--- config.mk ---
export PLATFORM = sky130hd
export DESIGN_NAME = leaf_stage_buffer_flat
export DESIGN_NICKNAME = d
export VERILOG_FILES = /design/src/rtl/leaf_stage_pkg.sv /design/src/rtl/leaf_stage_buffer_if.sv /design/src/rtl/leaf_stage_ram.sv /design/src/rtl/leaf_stage_buffer.sv /design/src/flat_wrapper.sv
export SDC_FILE = /design/constraint.sdc
export NUM_CORES = 1
export LEC_CHECK = 0
export BUFFER_PORTS_ARGS = -buffer_cell sky130_fd_sc_hd__buf_2
export CORE_ASPECT_RATIO = 0.75
export CORE_MARGIN = 4
export CORE_UTILIZATION = 33
export DETAILED_ROUTE_END_ITERATION = 10
export PLACE_DENSITY_LB_ADDON = 0.2
export RECOVER_POWER = 100
export SLEW_MARGIN = 15
export SYNTH_ARGS = -nofsm -noshare
export SYNTH_HDL_FRONTEND = slang
export SYNTH_SLANG_ARGS = --single-unit
--- constraint.sdc ---
create_clock -name clk -period 1.71 [get_ports clk]
set_input_delay 0.0855 -clock clk [delete_from_list [all_inputs] [get_ports clk]]
set_output_delay 0.0855 -clock clk [all_outputs]
set_load 0.005 [all_outputs]
--- src/rtl/leaf_stage_pkg.sv ---
// Shared types and widths for the leaf stage buffer (checksum option: LEAF_STAGE_CHECKSUM_EN).
package leaf_stage_pkg;

  localparam int ID_W  = 3;
  localparam int CNT_W = 16;

  typedef enum logic [1:0] {
    EMPTY   = 2'd0,
    PARTIAL = 2'd1,
    FULL    = 2'd2
  } occ_state_t;

endpackage

--- src/rtl/leaf_stage_buffer_if.sv ---
// Word-stream handshake bundle between a parent branch, a leaf buffer and its consumer.
// The checksum signal exists only when LEAF_STAGE_CHECKSUM_EN is defined.
interface leaf_stage_buffer_if #(
  parameter int DATA_W = 8
);
  import leaf_stage_pkg::*;

  logic              in_valid;
  logic              in_ready;
  logic [DATA_W-1:0] in_data;
  logic              out_valid;
  logic              out_ready;
  logic [DATA_W-1:0] out_data;
  logic [ID_W-1:0]   out_id;
  logic [CNT_W-1:0]  word_cnt;
`ifdef LEAF_STAGE_CHECKSUM_EN
  logic [DATA_W-1:0] checksum;
`endif

  // Leaf side: accepts words on in_*, presents them on out_*.
  modport slave (
    input  in_valid,
    input  in_data,
    input  out_ready,
    output in_ready,
    output out_valid,
    output out_data,
    output out_id,
`ifdef LEAF_STAGE_CHECKSUM_EN
    output checksum,
`endif
    output word_cnt
  );

  // Environment side: produces upstream words and consumes downstream words.
  modport master (
    output in_valid,
    output in_data,
    output out_ready,
    input  in_ready,
    input  out_valid,
    input  out_data,
    input  out_id,
`ifdef LEAF_STAGE_CHECKSUM_EN
    input  checksum,
`endif
    input  word_cnt
  );

endinterface

--- src/rtl/leaf_stage_ram.sv ---
// DEPTH x DATA_W storage: synchronous write, asynchronous read, contents never reset.
module leaf_stage_ram #(
  parameter int DATA_W = 8,
  parameter int DEPTH  = 4,
  parameter int ADDR_W = $clog2(DEPTH)
) (
  input  logic              clk,
  input  logic              i_we,
  input  logic [ADDR_W-1:0] i_waddr,
  input  logic [DATA_W-1:0] i_wdata,
  input  logic [ADDR_W-1:0] i_raddr,
  output logic [DATA_W-1:0] o_rdata
);

  logic [DATA_W-1:0] r_mem [DEPTH];

  always_ff @(posedge clk) begin
    if (i_we) begin
      r_mem[i_waddr] <= i_wdata;
    end
  end

  assign o_rdata = r_mem[i_raddr];

endmodule

--- src/rtl/leaf_stage_buffer.sv ---
// Leaf FIFO stage: buffers the parent's word stream, tags it with INST_ID, counts pops.
// Optional XOR checksum of popped words under LEAF_STAGE_CHECKSUM_EN.
module leaf_stage_buffer
  import leaf_stage_pkg::*;
#(
  parameter int DATA_W  = 8,
  parameter int DEPTH   = 4,
  parameter int INST_ID = 0
) (
  input  logic                clk,
  input  logic                rst,
  leaf_stage_buffer_if.slave  bus
);

  localparam int PTR_W    = $clog2(DEPTH);
  localparam int OCC_W    = $clog2(DEPTH + 1);
  localparam logic [OCC_W-1:0] OCC_ONE  = OCC_W'(1);
  localparam logic [OCC_W-1:0] OCC_LAST = OCC_W'(DEPTH - 1);

  occ_state_t        r_state;
  occ_state_t        w_state_nxt;
  logic [OCC_W-1:0]  r_count;
  logic [OCC_W-1:0]  w_count_nxt;
  logic [PTR_W-1:0]  r_wr_ptr;
  logic [PTR_W-1:0]  r_rd_ptr;
  logic [CNT_W-1:0]  r_word_cnt;
  logic [DATA_W-1:0] w_rd_data;
  logic              w_in_ready;
  logic              w_out_valid;
  logic              w_push;
  logic              w_pop;

  // Handshake flags come from registered state only, so in_ready never sees out_ready.
  assign w_in_ready  = (r_state != FULL);
  assign w_out_valid = (r_state != EMPTY);
  assign w_push      = bus.in_valid & w_in_ready;
  assign w_pop       = w_out_valid & bus.out_ready;

  always_ff @(posedge clk or posedge rst) begin
    if (rst) begin
      r_state <= EMPTY;
      r_count <= '0;
    end else begin
      r_state <= w_state_nxt;
      r_count <= w_count_nxt;
    end
  end

  always_comb begin
    w_state_nxt = r_state;
    w_count_nxt = r_count;
    if (w_push && !w_pop) begin
      w_count_nxt = r_count + 1'b1;
      case (r_state)
        EMPTY:   w_state_nxt = PARTIAL;
        PARTIAL: if (r_count == OCC_LAST) w_state_nxt = FULL;
        default: w_state_nxt = r_state;
      endcase
    end else if (w_pop && !w_push) begin
      w_count_nxt = r_count - 1'b1;
      case (r_state)
        FULL:    w_state_nxt = PARTIAL;
        PARTIAL: if (r_count == OCC_ONE) w_state_nxt = EMPTY;
        default: w_state_nxt = r_state;
      endcase
    end
  end

  always_ff @(posedge clk or posedge rst) begin
    if (rst) begin
      r_wr_ptr   <= '0;
      r_rd_ptr   <= '0;
      r_word_cnt <= '0;
    end else begin
      if (w_push) r_wr_ptr <= r_wr_ptr + 1'b1;
      if (w_pop) begin
        r_rd_ptr   <= r_rd_ptr + 1'b1;
        r_word_cnt <= r_word_cnt + 1'b1;
      end
    end
  end

  leaf_stage_ram #(
    .DATA_W (DATA_W),
    .DEPTH  (DEPTH)
  ) u_ram (
    .clk     (clk),
    .i_we    (w_push),
    .i_waddr (r_wr_ptr),
    .i_wdata (bus.in_data),
    .i_raddr (r_rd_ptr),
    .o_rdata (w_rd_data)
  );

`ifdef LEAF_STAGE_CHECKSUM_EN
  logic [DATA_W-1:0] r_checksum;

  always_ff @(posedge clk or posedge rst) begin
    if (rst) begin
      r_checksum <= '0;
    end else if (w_pop) begin
      r_checksum <= r_checksum ^ w_rd_data;
    end
  end

  assign bus.checksum = r_checksum;
`endif

  assign bus.in_ready  = w_in_ready;
  assign bus.out_valid = w_out_valid;
  assign bus.out_data  = w_rd_data;
  assign bus.out_id    = ID_W'(INST_ID);
  assign bus.word_cnt  = r_word_cnt;

endmodule

--- src/flat_wrapper.sv ---
// flat-port wrapper written by rule: the top's interface ports become plain ports
module leaf_stage_buffer_flat import leaf_stage_pkg::*;
#(
  parameter int DATA_W  = 8,
  parameter int DEPTH   = 4,
  parameter int INST_ID = 0
)
  (clk, rst, bus_in_valid, bus_in_data, bus_out_ready, bus_in_ready, bus_out_valid, bus_out_data, bus_out_id, bus_word_cnt);
  leaf_stage_buffer_if #(.DATA_W(DATA_W)) bus_i ();
  input  logic clk;
  input  logic rst;
  input wire logic [$bits(bus_i.in_valid)-1:0] bus_in_valid;
  input wire logic [$bits(bus_i.in_data)-1:0] bus_in_data;
  input wire logic [$bits(bus_i.out_ready)-1:0] bus_out_ready;
  output wire logic [$bits(bus_i.in_ready)-1:0] bus_in_ready;
  output wire logic [$bits(bus_i.out_valid)-1:0] bus_out_valid;
  output wire logic [$bits(bus_i.out_data)-1:0] bus_out_data;
  output wire logic [$bits(bus_i.out_id)-1:0] bus_out_id;
  output wire logic [$bits(bus_i.word_cnt)-1:0] bus_word_cnt;
  assign bus_i.in_valid = bus_in_valid;
  assign bus_i.in_data = bus_in_data;
  assign bus_i.out_ready = bus_out_ready;
  assign bus_in_ready = bus_i.in_ready;
  assign bus_out_valid = bus_i.out_valid;
  assign bus_out_data = bus_i.out_data;
  assign bus_out_id = bus_i.out_id;
  assign bus_word_cnt = bus_i.word_cnt;
  leaf_stage_buffer #(.DATA_W(DATA_W), .DEPTH(DEPTH), .INST_ID(INST_ID)) u_core (.clk(clk), .rst(rst), .bus(bus_i));
endmodule
* After elaboration in Yosys (flattened, before gate mapping)
Memory sizes are Yosys's and may differ from the RTL's. Cells that the tools add are included. W data, S select, Z words.
Operators by class: add/sub/neg operators 5, equal/unequal tests 8, mux-type cells 10, bitwise operators 2, reductions and logical operators 9
Operator list (number):
- $add A16 B1 Y16 const B | 1
- $mux W2 | 4
- $pmux W2 S2 | 2
- $mux W3 | 2
- $ne A3 B3 Y1 const B | 2
- $reduce_and A5 Y1 | 1
- $add A2 B1 Y2 const B | 2
- $reduce_bool A2 Y1 | 2
- $add A3 B1 Y3 const B | 1
- $eq A3 B1 Y1 const B | 1
- $eq A3 B2 Y1 const B | 1
- $ne A3 B1 Y1 const B | 1
- $reduce_bool A3 Y1 | 1
- $sub A3 B1 Y3 const B | 1
- $and A1 B1 Y1 | 2
- $eq A2 B1 Y1 const B | 1
- $eq A2 B2 Y1 const B | 1
- $logic_and A1 B1 Y1 | 2
- $logic_not A1 Y1 | 2
- $logic_not A2 Y1 | 1
- $mux W1 | 2
- $ne A2 B2 Y1 const B | 1
Storage, ports and cells: register bits after elaboration 25, bits in writable memories 32, input bits 12, output and inout bits 29, logic and storage cells 40, memories kept 1
Memory list:
- u_core.u_ram.r_mem | words 4, width 8, read ports 1, clocked after memory_dff 0, write ports 1, RTL line leaf_stage_ram.sv:15 | logic [DATA_W-1:0] r_mem [DEPTH];

* Depth between registers and ports, before layout
depth in word-level cells 6, mapped depth 9, mapped depth without buffers 8

* By module
A second synthesis with hierarchy kept.
Second synthesis, totals: cells, all modules 164, area total of the unflattened synthesis 2441.1 um^2
Modules (own cells, without submodules):
- leaf_stage_buffer | instances 1, cells each 118, area each 1252.5 um^2, seq. area each 625.6 um^2
- leaf_stage_ram | instances 1, cells each 46, area each 1188.6 um^2, seq. area each 960.9 um^2

* Least setup slack after synthesis
No wires, ideal clock.
kind reg-to-reg, from register u_core.r_state[0], to register u_core.r_state[1], library setup time 122 ps, arrival time 1714 ps, required time 1588 ps, path slack -126 ps, stages on the path, launching flop included 10, buffers on the path 1, period minus slack after synthesis 1836 ps, path through dfrtp_1 inv_1 ha_1 nor2b_1 buf_2 inv_1 ha_1 a21oi_1 o21ai_1 a32o_1
Between the ends: word-level cells in the longest chain between the ends 6, elaborated cells on any way between the ends 21, those cells by class 6 x eq/ne; 4 x mux; 2 x bitwise; 9 x reduce/logical
Ends and longest elaborated chain:
- from (decl) | RTL line leaf_stage_buffer.sv:20 | occ_state_t r_state;
- from (signal assigned) | RTL line leaf_stage_buffer.sv:44 | r_state <= w_state_nxt;
- $reduce_bool A2 Y1 or $ne A2 B2 Y1 (tied branches) | RTL line leaf_stage_buffer.sv:35, leaf_stage_buffer.sv:34
- $and A1 B1 Y1, on equally long branches | RTL line leaf_stage_buffer.sv:37, leaf_stage_buffer.sv:36
- $logic_not A1 Y1, on equally long branches | RTL line leaf_stage_buffer.sv:52, leaf_stage_buffer.sv:59
- $logic_and A1 B1 Y1, on equally long branches | RTL line leaf_stage_buffer.sv:52, leaf_stage_buffer.sv:59
- $ne A3 B3 Y1 (no source line) (tied with other cells)
- $reduce_and A5 Y1 (no source line)
Several ways; a longest one is shown, not always the timed one. The select of a mux whose other input is x is not followed. A chain may end at the register's enable or synchronous reset.

* Final worst setup path
Same ends and word-level chain as after synthesis.

==> results.md <==
- Status: complete, no violations
- Pin count of the biggest net entering global routing: 26
- Final wirelength: 4480 µm
- Syn. warnings: 0
- Clock Latency Late Sink: 0.33 ns
- HP Class: input pin to register
- Top_reg_cell synth: edfxtp_1
- Tcrit/Tclk final: 0.945
- Comb power frac: 0.320
- Critical path startpoint: u_core.r_state[0]
- P_int: 3.50 mW
- Starting density of the core: 0.339
- Worst clock skew: 0.00919 ns
- EDFF count, synth: 32
- Worst Path Arrival: 1.83 ns
- Drt first-iter violations: 59
- Fill cell count: 719
- Post-route ant nets: 0
- Worst-path maximum fanout: 6
- Grt total ovfl: 0
- Flops & latches, synth: 57
- Worst IR Drop VDD: 0.656 mV
- Rows: 27
- Sequential Power Share: 0.404
- DR vias/cell: 4.32
- Hold Crit Start: bus_out_ready
- Gr usage total: 0.113
- Worst Reg-to-Reg Cells: 7
- Setup_tns: 0 ns
- Antenna Cells: 0
- Final GP Congestion: 0.720
- Num ports: 41
- PortBufs: 37
- Most common cell after layout, fill and taps aside: edfxtp_1
- Post-synth cell types: 32
- Total power: 5.07 mW
- Clock share of power: 0.276
- Unrepaired setup endpoints after global routing: no
- Startpoint Class: register
- Max cap viols: 0
- Vias: 1451
- CTS tree: yes
- Die X: 108 µm
- DRC Markers: 0
- CTS H-Tree Depth: 3
- Switch share: 0.310
- Hold EP: u_core.bus.word_cnt[2]
- LEAKAGE: 1.34 nW
- Register-to-register setup slack: 0.09 ns
- Max-slew violation count: 0
- Worst Tran Pin Value: 0.672 ns
- Commonest cells after routing, fill and taps aside: 32 x edfxtp_1, 25 x dfrtp_1, 20 x buf_2
- Drt pass-1 iters: 4
- Bufs on Longest Clock Path: 2
- Hold path depth: 3
- Worst r2r src: u_core.r_state[0]
- Vias in the first global route: 1553
- Mapped Cells: 165
- Synth-to-layout area growth: 29.8%
- WS Path Type: register to register
- Minimum clock period: 1.62 ns
- FFs w/ async S/R, synth: 0.439
- HPWL Detailed: 3080 µm
- Mapped Area: 2500 µm²
- Nets: 255
- Crit Reg-Reg Endpoint: u_core.r_state[1]
- Routed len/inst: 13.3 µm
- Antenna violations before repair: 0
- # setup viols final: 0
- Chip Height: 83.3 µm
- CTS Buf Count: 9
- First-pass GRT wire length: 7780 µm
- Root buffer cell: clkbuf_8
- Layout cells sized above 1: 0.289
- Final hold vios: 0
- Peak Freq: 619 MHz
- CP endpoint kind: register
- Total clock sinks: 57
- Die ar.: 9040 µm²
- Clk slew on worst S/H paths: 0.07 ns
- Switching pwr: 1.57 mW
- Core Area: 7360 µm²
- Sequential fraction of the synthesis area: 0.635
- Cell Pwr Density: 1560 nW/µm²
- Avg Cell Area, Syn: 15.1 µm²
- Required time of the critical path: 1.93 ns
- Slew headroom: 0.552
-- sequential cells by signal (all words and copies together), names as in the netlist --
register and count:
u_core.bus.word_cnt 16, u_core.r_count 3, u_core.r_rd_ptr 2, u_core.r_state 2, u_core.r_wr_ptr 2, u_core.u_ram.r_mem 32
-- cell usage after synthesis (2+ instances only) --
| library cell | instances | area (µm²) |
|---|---|---|
| edfxtp_1 | 32 | 961 |
| dfrtp_1 | 25 | 626 |
| xnor2_1 | 15 | 131 |
| ha_1 | 13 | 163 |
| inv_1 | 12 | 45.0 |
| mux4_2 | 8 | 180 |
| nand2_1 | 7 | 26.3 |
| xor2_1 | 5 | 43.8 |
| and2_1 | 4 | 25.0 |
| nand3_1 | 4 | 20.0 |
| nand4_1 | 4 | 25.0 |
| buf_4 | 3 | 22.5 |
| nor2_1 | 3 | 11.3 |
| nor2b_1 | 3 | 18.8 |
| o21ai_1 | 3 | 15.0 |
| a21oi_1 | 2 | 10.0 |
| and3_1 | 2 | 12.5 |
| buf_2 | 2 | 10.0 |
| clkbuf_1 | 2 | 7.51 |
| mux2i_1 | 2 | 20.0 |
| nor2_4 | 2 | 22.5 |
| o21ai_0 | 2 | 10.0 |
-- metrics by stage --
step | cell area [µm²] | util | hold WS [ns] | instances | setup WS, ns
2_1_floorplan | 2520 | - | 0.113 | 167 | 0.00677
3_3_place_gp | 2910 | 0.396 | 0.164 | 309 | 0.0386
3_5_place_dp | 2910 | 0.396 | 0.162 | 309 | -0.0275
4_1_cts | 3230 | 0.439 | 0.0871 | 334 | 0.0220
5_1_grt | 3240 | 0.440 | 0.102 | 336 | 0.00992
6_report | 3240 | 0.440 | 0.0970 | 336 | 0.0942
-- worst max-delay path by stage --
stage                                          end  slack (ns)  cells after the start
after floorplan                  u_core.r_state[1]       0.007                      9
after global placement           u_core.r_state[1]        0.04                      7
after detailed placement         u_core.r_state[1]       -0.03                      7
after CTS                        u_core.r_state[1]        0.02                      8
after global routing      u_core.u_ram.r_mem[3][7]        0.01                      6
final                            u_core.r_state[1]        0.09                      7
-- worst max-delay path: stages (launching register included) --
cell and delay, ns:
dfrtp_1 0.34, inv_1 0.07, ha_1 0.25, nor2b_4 0.16, ha_4 0.23, a21oi_2 0.15, o21ai_2 0.09, a32o_1 0.21
-- repair_timing --
item                                    CTS  global route
pin swaps                                 0             3
gates resized for setup                   1             7
hold endpoints to repair                 57             0
hold buffers                              9             0
buffers inserted                          0             2
cloned                                    0             0
endpoints found under the setup margin   33            10
-- area by class of cell --
type	count	area (µm²)	area share
clock buffer	9	124	0.0382
clock inverter	7	103	0.0316
inverter	12	45.0	0.0139
multi-input combinational	91	871	0.269
sequential	57	1590	0.489
tap	101	126	0.0390
timing repair buffer	59	387	0.119
-- cells by family after synthesis --
| logic type | synth area share |
|---|---|
| compound gates | 0.0210 |
| xor+xnor | 0.0701 |
| fa+ha+maj | 0.0651 |
| buf+inv | 0.0341 |
| flops | 0.635 |
| mux | 0.0847 |
| other cells | 0.00150 |
| simple gates | 0.0882 |
-- power groups by stage --
stage / clock (mW) / sequential [mW] / combinational [mW]
after floorplan: 0 / 1.98 / 1.06
after global placement: 0 / 2.07 / 1.62
after detailed placement: 0 / 2.07 / 1.61
after CTS: 1.45 / 2.05 / 1.64
after global routing: 1.51 / 2.10 / 1.85
final: 1.40 / 2.05 / 1.62
-- layer usage --
| metal | global-route usage | part of all wire |
|---|---|---|
| met1 | 0.155 | 0.49 |
| met2 | 0.160 | 0.45 |
| met3 | 0.0482 | 0.048 |
| met4 | 0.0344 | 0.0089 |
| met5 | 0 | 0 |
Power figures use the tool's default switching activity.
